`src/rtl/wb_csr_commit.sv`:
```
`default_nettype none
// ============================================================================
// Module      : wb_csr_commit
// Description : WB-stage commit controller. Turns committing CSR-class
//               instructions into CSR file requests, resolves exceptions and
//               interrupts, raises the pipeline flush/redirect and holds the
//               pipeline in a drain state until fetch accepts the redirect.
//               Also owns the 64-bit stable counter read by rdcntv{l,h}.w.
// Revision    : 1.0 - initial release
// ============================================================================
module wb_csr_commit #(
    parameter logic [13:0] CSR_TID_NUM = 14'h040,
    parameter int          CNT_W       = 64
) (
    input  logic        clk,
    input  logic        reset,
    input  logic        wb_valid,
    input  logic [31:0] wb_pc,
    input  logic [2:0]  wb_op,
    input  logic [13:0] wb_csr_num,
    input  logic [31:0] wb_rj_value,
    input  logic [31:0] wb_rd_value,
    input  logic [4:0]  wb_exc,
    input  logic [31:0] wb_vaddr_in,
    input  logic [31:0] csr_rvalue,
    input  logic [31:0] csr_eentry_data,
    input  logic [31:0] csr_era_pc,
    input  logic        has_int,
    input  logic        redirect_ack,
    output logic        csr_re,
    output logic [13:0] csr_num,
    output logic        csr_we,
    output logic [31:0] csr_wmask,
    output logic [31:0] csr_wvalue,
    output logic        wb_ex,
    output logic        ertn_flush,
    output logic [31:0] wb_ex_pc,
    output logic [31:0] wb_vaddr,
    output logic [5:0]  wb_ecode,
    output logic [8:0]  wb_esubcode,
    output logic        flush,
    output logic [31:0] flush_target,
    output logic        rf_we,
    output logic [31:0] rf_wdata,
    output logic        drain
);

    // Instruction encodings on wb_op
    localparam logic [2:0] OP_NONE    = 3'd0;
    localparam logic [2:0] OP_CSRRD   = 3'd1;
    localparam logic [2:0] OP_CSRWR   = 3'd2;
    localparam logic [2:0] OP_CSRXCHG = 3'd3;
    localparam logic [2:0] OP_ERTN    = 3'd4;
    localparam logic [2:0] OP_RDCNTVL = 3'd5;
    localparam logic [2:0] OP_RDCNTVH = 3'd6;
    localparam logic [2:0] OP_RDCNTID = 3'd7;

    // Exception codes
    localparam logic [5:0] ECODE_INT = 6'h00;
    localparam logic [5:0] ECODE_ADE = 6'h08;
    localparam logic [5:0] ECODE_ALE = 6'h09;
    localparam logic [5:0] ECODE_SYS = 6'h0B;
    localparam logic [5:0] ECODE_BRK = 6'h0C;
    localparam logic [5:0] ECODE_INE = 6'h0D;

    // Commit FSM states
    localparam logic [0:0] ST_RUN   = 1'b0;
    localparam logic [0:0] ST_DRAIN = 1'b1;

    // wb_exc bit positions: {ale, brk, sys, ine, adef}
    localparam int EXC_ADEF = 0;
    localparam int EXC_INE  = 1;
    localparam int EXC_SYS  = 2;
    localparam int EXC_BRK  = 3;

    logic [0:0]       state_q, state_d;
    logic             int_pend_q, int_pend_d;
    logic [CNT_W-1:0] cnt_q, cnt_d;

    logic             w_commit;
    logic             w_exc_any;

    // Reset forces every output low, so reset is folded into commit.
    assign w_commit  = wb_valid & (state_q == ST_RUN) & ~reset;
    assign w_exc_any = int_pend_q | (|wb_exc);
    assign drain     = (state_q == ST_DRAIN) & ~reset;

    // Exception resolution and CSR/GPR request generation for the commit cycle
    always_comb begin
        csr_re      = 1'b0;
        csr_num     = 14'd0;
        csr_we      = 1'b0;
        csr_wmask   = 32'd0;
        csr_wvalue  = 32'd0;
        wb_ex       = 1'b0;
        ertn_flush  = 1'b0;
        wb_ex_pc    = 32'd0;
        wb_vaddr    = 32'd0;
        wb_ecode    = 6'd0;
        wb_esubcode = 9'd0;
        rf_we       = 1'b0;
        rf_wdata    = 32'd0;

        if (w_commit && w_exc_any) begin
            // Exception commit suppresses every architectural side effect.
            wb_ex    = 1'b1;
            wb_ex_pc = wb_pc;
            wb_vaddr = wb_pc;
            if (int_pend_q) begin
                wb_ecode = ECODE_INT;
            end else if (wb_exc[EXC_ADEF]) begin
                wb_ecode = ECODE_ADE;
            end else if (wb_exc[EXC_INE]) begin
                wb_ecode = ECODE_INE;
            end else if (wb_exc[EXC_SYS]) begin
                wb_ecode = ECODE_SYS;
            end else if (wb_exc[EXC_BRK]) begin
                wb_ecode = ECODE_BRK;
            end else begin
                // Only ALE remains; it reports the faulting data address.
                wb_ecode = ECODE_ALE;
                wb_vaddr = wb_vaddr_in;
            end
        end else if (w_commit) begin
            case (wb_op)
                OP_CSRRD: begin
                    csr_re   = 1'b1;
                    csr_num  = wb_csr_num;
                    rf_we    = 1'b1;
                    rf_wdata = csr_rvalue;
                end
                OP_CSRWR: begin
                    csr_re     = 1'b1;
                    csr_num    = wb_csr_num;
                    csr_we     = 1'b1;
                    csr_wmask  = 32'hFFFF_FFFF;
                    csr_wvalue = wb_rd_value;
                    rf_we      = 1'b1;
                    rf_wdata   = csr_rvalue;
                end
                OP_CSRXCHG: begin
                    csr_re     = 1'b1;
                    csr_num    = wb_csr_num;
                    csr_we     = 1'b1;
                    csr_wmask  = wb_rj_value;
                    csr_wvalue = wb_rd_value;
                    rf_we      = 1'b1;
                    rf_wdata   = csr_rvalue;
                end
                OP_ERTN: begin
                    ertn_flush = 1'b1;
                end
                OP_RDCNTVL: begin
                    rf_we    = 1'b1;
                    rf_wdata = cnt_q[31:0];
                end
                OP_RDCNTVH: begin
                    rf_we    = 1'b1;
                    rf_wdata = cnt_q[63:32];
                end
                OP_RDCNTID: begin
                    csr_re   = 1'b1;
                    csr_num  = CSR_TID_NUM;
                    rf_we    = 1'b1;
                    rf_wdata = csr_rvalue;
                end
                OP_NONE: begin
                    rf_we = 1'b0;
                end
                default: begin
                    rf_we = 1'b0;
                end
            endcase
        end
    end

    // Flush and redirect target; exception beats ertn beats CSR write
    always_comb begin
        flush        = 1'b0;
        flush_target = 32'd0;
        if (wb_ex) begin
            flush        = 1'b1;
            flush_target = csr_eentry_data;
        end else if (ertn_flush) begin
            flush        = 1'b1;
            flush_target = csr_era_pc;
        end else if (csr_we) begin
            flush        = 1'b1;
            flush_target = wb_pc + 32'd4;
        end
    end

    // Next state: interrupt tag is sticky until an instruction commits,
    // FSM drains after any flush, counter free-runs
    always_comb begin
        int_pend_d = has_int | (int_pend_q & ~w_commit);
        cnt_d      = cnt_q + {{(CNT_W-1){1'b0}}, 1'b1};
        state_d    = state_q;
        if (state_q == ST_RUN) begin
            if (flush) begin
                state_d = ST_DRAIN;
            end
        end else begin
            if (redirect_ack) begin
                state_d = ST_RUN;
            end
        end
    end

    // State registers with synchronous reset
    always_ff @(posedge clk) begin
        if (reset) begin
            state_q    <= ST_RUN;
            int_pend_q <= 1'b0;
            cnt_q      <= '0;
        end else begin
            state_q    <= state_d;
            int_pend_q <= int_pend_d;
            cnt_q      <= cnt_d;
        end
    end

endmodule
`default_nettype wire

```
`config.mk`:
```
export PLATFORM = sky130hd
export DESIGN_NAME = wb_csr_commit
export DESIGN_NICKNAME = d
export VERILOG_FILES = /design/src/rtl/wb_csr_commit.sv
export SDC_FILE = /design/constraint.sdc
export NUM_CORES = 1
export LEC_CHECK = 0
export BUFFER_PORTS_ARGS = -buffer_cell sky130_fd_sc_hd__buf_4
export CAP_MARGIN = 30
export CELL_PAD_IN_SITES_DETAIL_PLACEMENT = 0
export CELL_PAD_IN_SITES_GLOBAL_PLACEMENT = 1
export CORE_AREA = 4 4 183 185
export DETAILED_ROUTE_END_ITERATION = 16
export DIE_AREA = 0 0 187 189
export GPL_TIMING_DRIVEN = 0
export PLACE_DENSITY = 0.72
export SETUP_SLACK_MARGIN = 0.05
export SYNTH_ARGS = -nofsm -noshare
export SYNTH_HDL_FRONTEND = slang
export SYNTH_SLANG_ARGS = --single-unit
```
`constraint.sdc`:
```
create_clock -name clk -period 2.4 [get_ports clk]
set_input_delay 0.24 -clock clk [delete_from_list [all_inputs] [get_ports clk]]
set_output_delay 0.24 -clock clk [all_outputs]
set_load 0.01 [all_outputs]
```
# Yosys cells after proc, flatten, opt, wreduce, memory -nomap -nowiden
# Cells that the tools add are included.
[totals]
regBits = 66
in_bits = 251
output_inout_bits = 228
[classes]
addsub = 2
n_eq_ne = 7
n_mux = 47
bitwise_logic = 9
n_reduce_logical = 6
[op_table]
columns = ["op", "count"]
rows = [
  ["2-to-1 mux 32 bit", 17],
  ["case mux 32 bit (3 select lines)", 1],
  ["adder 64 x 1 -> 64 bit (second input constant)", 1],
  ["case mux 32 bit (2 select lines)", 1],
  ["adder 32 x 3 -> 32 bit (second input constant)", 1],
  ["2-to-1 mux 14 bit", 2],
  ["case mux 14 bit (2 select lines)", 1],
  ["2-to-1 mux 1 bit", 19],
  ["== test 3 bit (second input constant)", 4],
  ["2-to-1 mux 3 bit", 4],
  ["2-to-1 mux 4 bit", 2],
  ["== test 3 x 2 -> 1 bit (second input constant)", 2],
  ["OR reduction 6 bit", 1],
  ["OR reduction 5 bit", 1],
  ["AND 1 bit", 4],
  ["OR reduction 4 bit", 1],
  ["== test 3 x 1 -> 1 bit (second input constant)", 1],
  ["inverter 1 bit", 3],
  ["OR reduction 3 bit", 1],
  ["bitwise OR 1 bit", 2],
  ["OR reduction 2 bit", 1],
  ["logical AND 1 bit", 1],
]

# Logic depth before layout (Yosys ltp)
# Gate-level depths: netlist of the first run.
[depth]
depth_word = 10
depth_mapped = 8
mapped_depth_nobuf = 6

# Least setup slack after synthesis of the first run
# Ideal clock, no wire load.
[synth_timing]
path_type = "flip-flop to output port"
start = "reg state_q"
end = "out flush_target[20]"
arrival_time_ns = 1.857
slack_ns = 0.303
stages_incl_launch_ff = 8
cell_sequence = "dfxtp_1 or3b_2 nor3_1 and3_1 clkbuf_1 buf_2 a21oi_1 a21oi_1"
[synth_via]
elab_chain_len = 8
elab_cells_between_ends = 12
classes_between = "8 x mux; 3 x bitwise; 1 x reduce/logical"
[synth_rtl]
columns = ["element", "line_no", "rtl"]
rows = [
  ["from (decl)", "76", "logic [0:0] state_q, state_d;"],
  ["from (signal assigned)", "217", "state_q <= state_d;"],
  ["inverter 1 bit *", "n/a", ""],
  ["AND 1 bit * (2 in a row)", "84", "assign w_commit = wb_valid & (state_q == ST_RUN) & ~reset;"],
  ["2-to-1 mux 1 bit or logical AND 1 bit (tied branches)", "124, 104", ""],
  ["2-to-1 mux 1 bit", "104", "if (w_commit && w_exc_any) begin"],
  ["2-to-1 mux 32 bit", "187", "end else if (csr_we) begin"],
  ["2-to-1 mux 32 bit", "184", "end else if (ertn_flush) begin"],
  ["2-to-1 mux 32 bit *", "181", "if (wb_ex) begin"],
  ["to (decl)", "42", "output logic [31:0] flush_target,"],
]
# Mark *: on every way between the ends. The rest lies on a longest branch, timed or not.

# Worst setup path after layout of the first run
[layout_timing]
start = "in wb_op[1]"
end = "out rf_wdata[23]"
[layout_via]
elab_chain_len = 5
elab_cells_between_ends = 10
classes_between = "6 x eq/ne; 3 x mux; 1 x reduce/logical"
[layout_rtl]
columns = ["element", "line_no", "rtl"]
rows = [
  ["from (decl)", "19", "input logic [2:0] wb_op,"],
  ["== test 3 bit (tied with other cells)", "125", "case (wb_op)"],
  ["OR reduction 4 bit (no line)", "n/a", ""],
  ["case mux 32 bit (3 select lines) *", "125", ""],
  ["2-to-1 mux 32 bit *", "124", "end else if (w_commit) begin"],
  ["2-to-1 mux 32 bit *", "104", ""],
  ["to (decl)", "44", "output logic [31:0] rf_wdata,"],
]
# Marked as above.

==> results.py, run 1 <==
metrics = {
    "setup_path": {
        "critPathLaunch": "wb_op[1]",
        "r2r-start": "cnt_q[39]",
        "crit_family": "buffers and inverters",
        "critPathBufInv": 4,
        "crit_slowest_cell": "a21boi_2",
        "slowest_delay_ns": 0.39,
        "crit_top_cell": "buf_4",
        "crit_required_ns": 2.16,
        "worst_setup_path_end_kind": "primary output",
        "cp_data_arrival_time_ns": 2.08,
        "critPathKind": "input port to primary output",
        "critPathLaunchType": "input port",
        "critPathMaxFanout": 10,
        "worstPathCellList": "buf_4, clkbuf_1, a21boi_2, clkbuf_2, o22ai_1, nor3_4, buf_4",
    },
    "placed_design": {
        "dp_hpwl_mm": 35.2,
        "place.gp.congestion": 0.880,
        "port_buffers": 464,
        "place_inst": 1893,
    },
    "yosys": {
        "synth_top_family_by_area": "simple AND/OR/NAND/NOR gates",
        "synth.area.top_cells": "dfxtp_1 (20%), a21oi_1 (12%), and2_1 (7.5%)",
        "synth_warnings": 0,
        "muxShareOfSynthArea": 0.00774,
        "synth_compound_area_frac": 0.233,
        "syn_inst": 1009,
        "yosysSeqAreaShare": 0.204,
        "yosys.area_share.adder": 0.00387,
        "netlist_area_mm2": 0.00647,
        "synth-simple-area-share": 0.397,
        "synth_edf_count": 0,
        "synth_most_common_cell": "a21oi_1",
        "synthXorXnorAreaFrac": 0.0650,
        "syn_avg_cell_area_um2": 6.41,
        "ys_types": 51,
        "synth_top_area_frac": 0.204,
        "ys_ff_latch": 66,
        "netlist_top_cells_count": "a21oi_1 (153), nand2_1 (107), and2_1 (78)",
        "synth_top_area_cell": "dfxtp_1",
        "async_reset_ff_frac": 0,
        "synth_ff_type": "dfxtp_1",
    },
    "global_route": {
        "grt_first_pass_wirelength_mm": 59.4,
        "grt_start_max_net_pins": 11,
        "grt_usage": 0.221,
        "grt_pass1_vias": 9116,
        "antenna_found_initial": 1,
        "grt_overflow": 0,
    },
    "drt": {
        "wl_met3_mm": 2.52,
        "ant_nets": 0,
        "top_layer": "met4",
        "routed_wl_mm": 42.3,
        "first_pass_iters": 5,
        "wl_per_cell_um": 21.8,
        "avgViaCountPerCell": 4.79,
        "drtIter0Drc": 592,
        "vias": 9284,
        "met1_length_mm": 18.7,
        "wl_met2_mm": 19.9,
        "drc": 0,
    },
    "floorplan": {
        "die_area_mm2": 0.0353,
        "fp.dieH_um": 189,
        "start_util": 0.202,
        "die_w_um": 187,
        "io_pins": 479,
        "row_count": 66,
        "core_area_mm2": 0.0320,
    },
    "clock_tree": {
        "clk_pin_slew_ns": 0.05,
        "htreeDepth": 3,
        "cts_buffer_depth": 2,
        "clk_root_buffer_cell": "clkbuf_16",
        "clk_latency_ns": 0.33,
        "numCtsBuffers": 9,
        "cts_tree": "done",
        "cts.sinks": 66,
    },
    "cells_and_area": {
        "fin_cells": 1940,
        "final_nets": 1781,
        "fin_util": 0.371,
        "final_layout_size_suffix_gt1_frac": 0.439,
        "area_delta_synth_final_pct": 83.7,
    },
    "timing": {
        "max_freq_mhz": 431,
        "post-route-period-util": 0.966,
        "setup_tns_ns": 0,
        "finalCriticalPeriod_ns": 2.32,
        "finalHoldViolCount": 0,
        "worst_pin_slew_ns": 0.711,
        "drv_slew": 0,
        "setup_viol": 0,
        "fin_skew_ns": 0.00730,
        "grt_setup_unrepaired": "yes",
        "relSlewSlack": 0.523,
    },
    "power": {
        "vdd.ir_drop.worst_v": 0.000301,
        "combPwrFrac": 0.309,
        "intPower_mw": 2.58,
        "power_switching_mw": 1.09,
        "p_leak_nw": 5.47,
        "netSwitchingFraction": 0.297,
        "seqPwrFrac": 0.304,
        "fin_total_pwr_mw": 3.66,
        "p_per_area_mw_per_mm2": 308,
        "clock_power_share": 0.387,
    },
    "worst_hold_path": {
        "hp-start": "has_int",
        "hold_class": "input port to flop",
    },
    "flow_run": {
        "max_cap_violations": 0,
    },
    "outcome": {
        "status": "finished clean",
    },
}
## worst reg2reg max path, delay by kind of cell (launching register included)
family,cells,cell delay (ns)
compound gates,2,0.49
buf+inv,2,0.39
flops,1,0.43
simple gates,3,0.82
## timing repair
item,4_1_cts,5_1_grt
pin swaps,16,14
hold buffers,0,0
gates resized for setup,167,76
endpoints found under the setup margin,246,179
cloned,0,2
setup buffers,18,16
## sequential cells by signal (all words and copies together) (netlist names)
name        count
int_pend_q      1
cnt_q          64
state_q         1
## cell type report
type / count / area (um^2)
Timing Repair Buffer: 502 / 3790
Sequential cell: 66 / 1330
Multi-Input combinational cell: 816 / 5140
Inverter: 48 / 180
Clock buffer: 11 / 243
Tap cell: 408 / 510
Fill cell: 3454 / 20200
Buffer: 85 / 614
Clock inverter: 3 / 65.1
Antenna cell: 1 / 2.50
## placed cells by master, fill, tap and decap left out, types with 8 or more instances in the layout
cell       Yosys  final
and2_1        78     76
dfxtp_1       66     59
a22oi_1       20     19
nand2_1      107     87
or3_1         20     19
nand4_1       30     30
clkbuf_16      0     11
clkbuf_2       0     17
o22ai_1       32     32
or4_1         13     12
and3_1        11     10
inv_1         47     46
nor2_1        77     72
conb_1         1     11
o21ai_0       38     33
nor3_1        39     26
xor2_1        31     31
nand2b_1      31     31
o31ai_1       11     11
nand3_1       34     29
nand2_4        0     19
buf_4         11    518
nor3_4         0      8
clkbuf_1      64     21
a21oi_1      153    148
xnor2_1       17     17
## per-layer routing
metal | global-route usage | vias up
li1 | - | 4552
met2 | 0.365 | 359
met5 | 0 | -
met4 | 0.0685 | 0
met1 | 0.289 | 4324
met3 | 0.0503 | 49
## metrics by stage
stage	hold WS, ns	area, um^2	setup WS, ns
after detailed placement	0.460	10500	-0.940
after global routing	0.148	11900	0.00172
after floorplan	0.357	6500	0.303
after CTS	0.109	11600	0.0311
after global placement	0.451	10500	-1.26
final	0.123	11900	0.0823
## power groups by stage
stage	registers [mW]	clock network (mW)	logic (mW)
after global placement	1.13	0	1.03
after floorplan	1.13	0	0.373
final	1.11	1.42	1.13
after global routing	1.11	1.48	1.21
after detailed placement	1.13	0	1.04
after CTS	1.11	1.45	1.11
## path summary, 6_finish.rpt
path                        to  slack [ns]  depth (start not counted)
setup / recovery  rf_wdata[23]        0.08                          7
hold / removal      int_pend_q        0.12                          3
setup reg to reg     cnt_q[61]        0.12                          7
hold reg to reg       cnt_q[0]        0.47                          1
## logic make-up (layout without fill, tap and decap cells)
kind of cell / after synthesis / after routing
fa+ha+maj: 2 / 2
flops: 66 / 66
compound gates: 269 / 269
buf+inv: 137 / 649
simple gates: 481 / 481
xor+xnor: 48 / 48
other cells: 1 / 12
mux: 5 / 5
Power figures use the tool's default switching activity.
==> run 2, diff against run 1 <==
--- a/config.mk
+++ b/config.mk
@@ -5,6 +5,7 @@
 export SDC_FILE = /design/constraint.sdc
 export NUM_CORES = 1
 export LEC_CHECK = 0
+export ABC_CLOCK_PERIOD_IN_PS = 2400
 export BUFFER_PORTS_ARGS = -buffer_cell sky130_fd_sc_hd__buf_4
 export CAP_MARGIN = 30
 export CELL_PAD_IN_SITES_DETAIL_PLACEMENT = 0
==> constraint.sdc (replaced) <==
create_clock -name clk -period 2.4 [get_ports clk]
set_input_delay 0.24 -clock clk [delete_from_list [all_inputs] [get_ports clk]]
set_output_delay 0.24 -clock clk [all_outputs]
set_load 0.005 [all_outputs]
==> results.py, run 2 (synthesis gave the netlist of run 1 again) <==
metrics = {
    "worst_hold_path": {
        "hold_depth": 3,
        "hold_class": "input port to flop",
    },
    "power": {
        "power_switching_mw": 1.07,
        "intPower_mw": 2.59,
        "p_leak_nw": 5.48,
        "clock_power_share": 0.388,
        "p_per_area_mw_per_mm2": 303,
        "netSwitchingFraction": 0.293,
        "vdd.ir_drop.worst_v": 0.000312,
        "fin_total_pwr_mw": 3.66,
        "combPwrFrac": 0.308,
        "seqPwrFrac": 0.304,
    },
    "outcome": {
        "status": "finished clean",
    },
    "drt": {
        "drc": 0,
        "vias": 9323,
        "avgViaCountPerCell": 4.81,
        "routed_wl_mm": 42.5,
        "first_pass_iters": 5,
        "wl_per_cell_um": 21.9,
        "ant_nets": 0,
        "drtIter0Drc": 545,
    },
    "global_route": {
        "antenna_found_initial": 1,
        "grt_usage": 0.221,
        "grt_first_pass_wirelength_mm": 59.4,
        "grt_overflow": 0,
        "grt_start_max_net_pins": 11,
        "grt_pass1_vias": 9118,
    },
    "clock_tree": {
        "cts_buffer_depth": 2,
        "clk_pin_slew_ns": 0.05,
        "clk_root_buffer_cell": "clkbuf_16",
        "cts.sinks": 66,
        "cts_tree": "done",
        "numCtsBuffers": 9,
        "htreeDepth": 3,
        "clk_latency_ns": 0.34,
    },
    "flow_run": {
        "max_cap_violations": 0,
    },
    "placed_design": {
        "place.gp.congestion": 0.880,
        "dp_hpwl_mm": 35.2,
        "port_buffers": 464,
        "dp_slack_ns": -0.928,
    },
    "timing": {
        "drv_slew": 0,
        "finalCriticalPeriod_ns": 2.34,
        "relSlewSlack": 0.523,
        "fin_skew_ns": 0.00690,
        "worst_pin_slew_ns": 0.710,
        "setup_viol": 0,
        "max_freq_mhz": 428,
        "post-route-period-util": 0.974,
        "finalWorstSetupSlack_ns": 0.0633,
        "grt_setup_unrepaired": "yes",
        "finalHoldViolCount": 0,
    },
    "setup_path": {
        "critPathMaxFanout": 10,
        "critPathLaunchType": "flop",
        "cp_data_arrival_time_ns": 2.10,
        "worst_setup_path_end_kind": "primary output",
        "critPathKind": "flop to primary output",
        "crit_required_ns": 2.16,
        "r2r_cells": 7,
    },
    "cells_and_area": {
        "largest_reg_flops": 64,
        "fin_util": 0.377,
        "final_cell_mix": "buf_4 (514), a21oi_1 (133), nand2_1 (87)",
        "area_delta_synth_final_pct": 86.7,
        "top_regs": "cnt_q (64), int_pend_q (1), state_q (1)",
        "top_register": "cnt_q",
        "layout_commonest_cell": "buf_4",
        "final_nets": 1781,
        "final_layout_size_suffix_gt1_frac": 0.450,
    },
    "floorplan": {
        "die_w_um": 187,
        "core_area_mm2": 0.0320,
        "start_util": 0.202,
        "fp.dieH_um": 189,
        "io_pins": 479,
        "row_count": 66,
        "die_area_mm2": 0.0353,
    },
}
[run 2: power by group through the flow]
stage	clock network, mW	logic, mW	registers, mW
2_1_floorplan	0	0.337	1.13
3_3_place_gp	0	0.996	1.13
3_5_place_dp	0	1.00	1.13
4_1_cts	1.45	1.07	1.11
5_1_grt	1.48	1.21	1.11
6_report	1.42	1.13	1.11
[run 2: layer usage]
layer  GRT usage  up-vias  routed length, um
li1            -     4562                  -
met1       0.289     4352              18700
met2       0.365      362              20200
met3      0.0501       47               2500
met4      0.0685        0               1120
met5           0        -                  0
[run 2: cell type report]
cell class / count / area (um^2)
well taps: 408 / 510
clock inverters: 3 / 65.1
diodes: 1 / 2.50
inverters: 48 / 180
plain buffers: 85 / 617
clock buffers: 11 / 243
fillers: 3433 / 20000
repair buffers: 502 / 3820
flip-flops and latches: 66 / 1330
multi-input cells: 816 / 5310
[run 2: what timing repair did]
item                                    CTS  global route
cloned                                    0             2
pin swaps                                16            26
gates resized for setup                 158           127
endpoints found under the setup margin  246           181
hold buffers                              0             0
setup buffers                            18            16
[run 2: path summary, 6_finish.rpt]
kind | startpoint | endpoint | slack [ns]
setup / recovery | state_q | flush_target[28] | 0.06
hold reg to reg | cnt_q[0] | cnt_q[0] | 0.47
setup reg to reg | cnt_q[39] | cnt_q[61] | 0.14
hold / removal | has_int | int_pend_q | 0.12
[run 2: worst max-delay path, cell delays in order (launching register included)]
cell and delay (ns):
dfxtp_2 0.33, or3b_4 0.39, nor3_4 0.22, and3_4 0.27, buf_12 0.15, a21oi_1 0.07
a21oi_1 0.18, buf_4 0.15
[run 2: stage by stage]
| stage | TNS [ns] | std cells | hold slack, ns | instance area, um^2 |
|---|---|---|---|---|
| final | 0 | 1940 | 0.120 | 12100 |
| after floorplan | 0 | 1019 | 0.357 | 6500 |
| after detailed placement | -82.02 | 1893 | 0.460 | 10500 |
| after global routing | -0.00402 | 1940 | 0.146 | 12100 |
| after global placement | -141.75 | 1891 | 0.451 | 10500 |
| after CTS | 0 | 1922 | 0.109 | 11500 |
==> run 3, diff against run 2 <==
--- a/config.mk
+++ b/config.mk
@@ -15,7 +15,7 @@
 export DIE_AREA = 0 0 187 189
 export GPL_TIMING_DRIVEN = 0
 export PLACE_DENSITY = 0.72
-export SETUP_SLACK_MARGIN = 0.05
+export SETUP_SLACK_MARGIN = 0.1
 export SYNTH_ARGS = -nofsm -noshare
 export SYNTH_HDL_FRONTEND = slang
 export SYNTH_SLANG_ARGS = --single-unit
==> results.py, run 3 (synthesis gave the netlist of run 1 again) <==
metrics = {
    "timing": {
        "setup_viol": 0,
        "finalCriticalPeriod_ns": 2.36,
        "relSlewSlack": 0.526,
        "fin_skew_ns": 0.00665,
        "grt_setup_unrepaired": "yes",
        "finalHoldViolCount": 0,
        "worst_pin_slew_ns": 0.711,
        "max_freq_mhz": 424,
        "post-route-period-util": 0.983,
        "setup_tns_ns": 0,
        "drv_slew": 0,
        "hold_ws_ns": 0.116,
    },
    "floorplan": {
        "die_area_mm2": 0.0353,
        "core_area_mm2": 0.0320,
        "io_pins": 479,
        "row_count": 66,
        "start_util": 0.202,
        "die_w_um": 187,
        "fp.dieH_um": 189,
    },
    "clock_tree": {
        "htreeDepth": 3,
        "numCtsBuffers": 9,
        "cts.sinks": 66,
        "clk_root_buffer_cell": "clkbuf_16",
        "clk_latency_ns": 0.34,
        "cts_tree": "done",
        "clk_pin_slew_ns": 0.05,
        "cts_buffer_depth": 2,
    },
    "outcome": {
        "status": "finished clean",
    },
    "cells_and_area": {
        "area_delta_synth_final_pct": 100,
        "fillers": 3350,
        "final_nets": 1793,
        "layout_commonest_cell": "buf_4",
        "final_layout_size_suffix_gt1_frac": 0.499,
        "top_regs": "cnt_q (64), int_pend_q (1), state_q (1)",
        "largest_reg_flops": 64,
        "top_register": "cnt_q",
        "num_antenna_cells": 0,
        "fin_util": 0.404,
        "fin_area_mm2": 0.0129,
        "final_cell_mix": "buf_4 (487), a21oi_1 (104), nand2_1 (81)",
    },
    "power": {
        "p_leak_nw": 5.73,
        "vdd.ir_drop.worst_v": 0.000310,
        "p_per_area_mw_per_mm2": 289,
    },
    "flow_run": {
        "max_cap_violations": 0,
    },
    "setup_path": {
        "critPathKind": "flop to primary output",
        "critPathLaunch": "state_q",
        "critPathLaunchType": "flop",
        "r2r-start": "cnt_q[39]",
        "crit_required_ns": 2.16,
        "worst_setup_path_end_kind": "primary output",
        "critPathMaxFanout": 7,
        "cp_data_arrival_time_ns": 2.12,
    },
    "placed_design": {
        "dp_hpwl_mm": 35.2,
        "port_buffers": 464,
        "place.gp.congestion": 0.880,
        "placed_cell_area_mm2": 0.0105,
    },
    "drt": {
        "vias": 9444,
        "drtIter0Drc": 534,
        "avgViaCountPerCell": 4.84,
        "routed_wl_mm": 43.3,
        "drc": 0,
        "wl_per_cell_um": 22.2,
        "first_pass_iters": 7,
        "ant_nets": 0,
    },
    "global_route": {
        "grt_usage": 0.225,
        "grt_first_pass_wirelength_mm": 60.6,
        "grt_pass1_vias": 9256,
        "antenna_found_initial": 1,
        "grt_overflow": 0,
        "grt_start_max_net_pins": 11,
    },
    "worst_hold_path": {
        "hp-start": "has_int",
        "hold_class": "input port to flop",
    },
}
## run 3: layer usage
layer | GRT usage | share of wire | up-vias
met1 | 0.298 | 0.44 | 4444
met4 | 0.0557 | 0.024 | 2
met2 | 0.379 | 0.48 | 363
met3 | 0.0415 | 0.055 | 53
li1 | - | - | 4582
met5 | 0 | 0.00030 | -
## run 3: through the flow
stage | worst slack [ns] | instances | power (mW)
after floorplan | 0.373 | 1019 | 1.47
after detailed placement | -0.928 | 1893 | 2.14
after CTS | 0.0426 | 1937 | 3.66
after global placement | -1.25 | 1891 | 2.13
final | 0.0415 | 1951 | 3.74
after global routing | -0.0396 | 1951 | 3.88
## run 3: repair_timing
| item | in CTS | in global routing |
|---|---|---|
| setup endpoints to repair | 246 | 195 |
| hold buffers | 0 | 0 |
| resized for setup | 189 | 254 |
| setup buffers | 28 | 12 |
| cloned | 4 | 4 |
| pin swaps | 27 | 97 |
## run 3: cell type report
type	instances	area (um^2)	share of cell area
plain buffers	88	698	0.0540
clock buffers	11	243	0.0188
clock inverters	3	65.1	0.00503
inverters	48	180	0.0139
multi-input cells	816	5800	0.448
flip-flops and latches	66	1340	0.103
well taps	408	510	0.0395
repair buffers	511	4110	0.317
## run 3: where the power goes
group,internal (mW),switching (mW),total [mW]
registers,1.10,0.00950,1.11
clock network,0.925,0.498,1.42
logic,0.589,0.616,1.21
total,2.62,1.12,3.74
## run 3: path summary, 6_finish.rpt
check / endpoint / depth (start not counted) / slack (ns)
setup / recovery: flush_target[6] / 8 / 0.04
hold / removal: int_pend_q / 3 / 0.12
setup reg to reg: cnt_q[61] / 7 / 0.20
hold reg to reg: cnt_q[0] / 1 / 0.47
## run 3: critical path: stages, from the launching register on
cell and delay [ns]:
dfxtp_4 0.35, or3b_4 0.39, nor3_4 0.17, and3_4 0.23, buf_12 0.15, buf_12 0.15
a221oi_1 0.08, nor2_1 0.13, buf_4 0.13
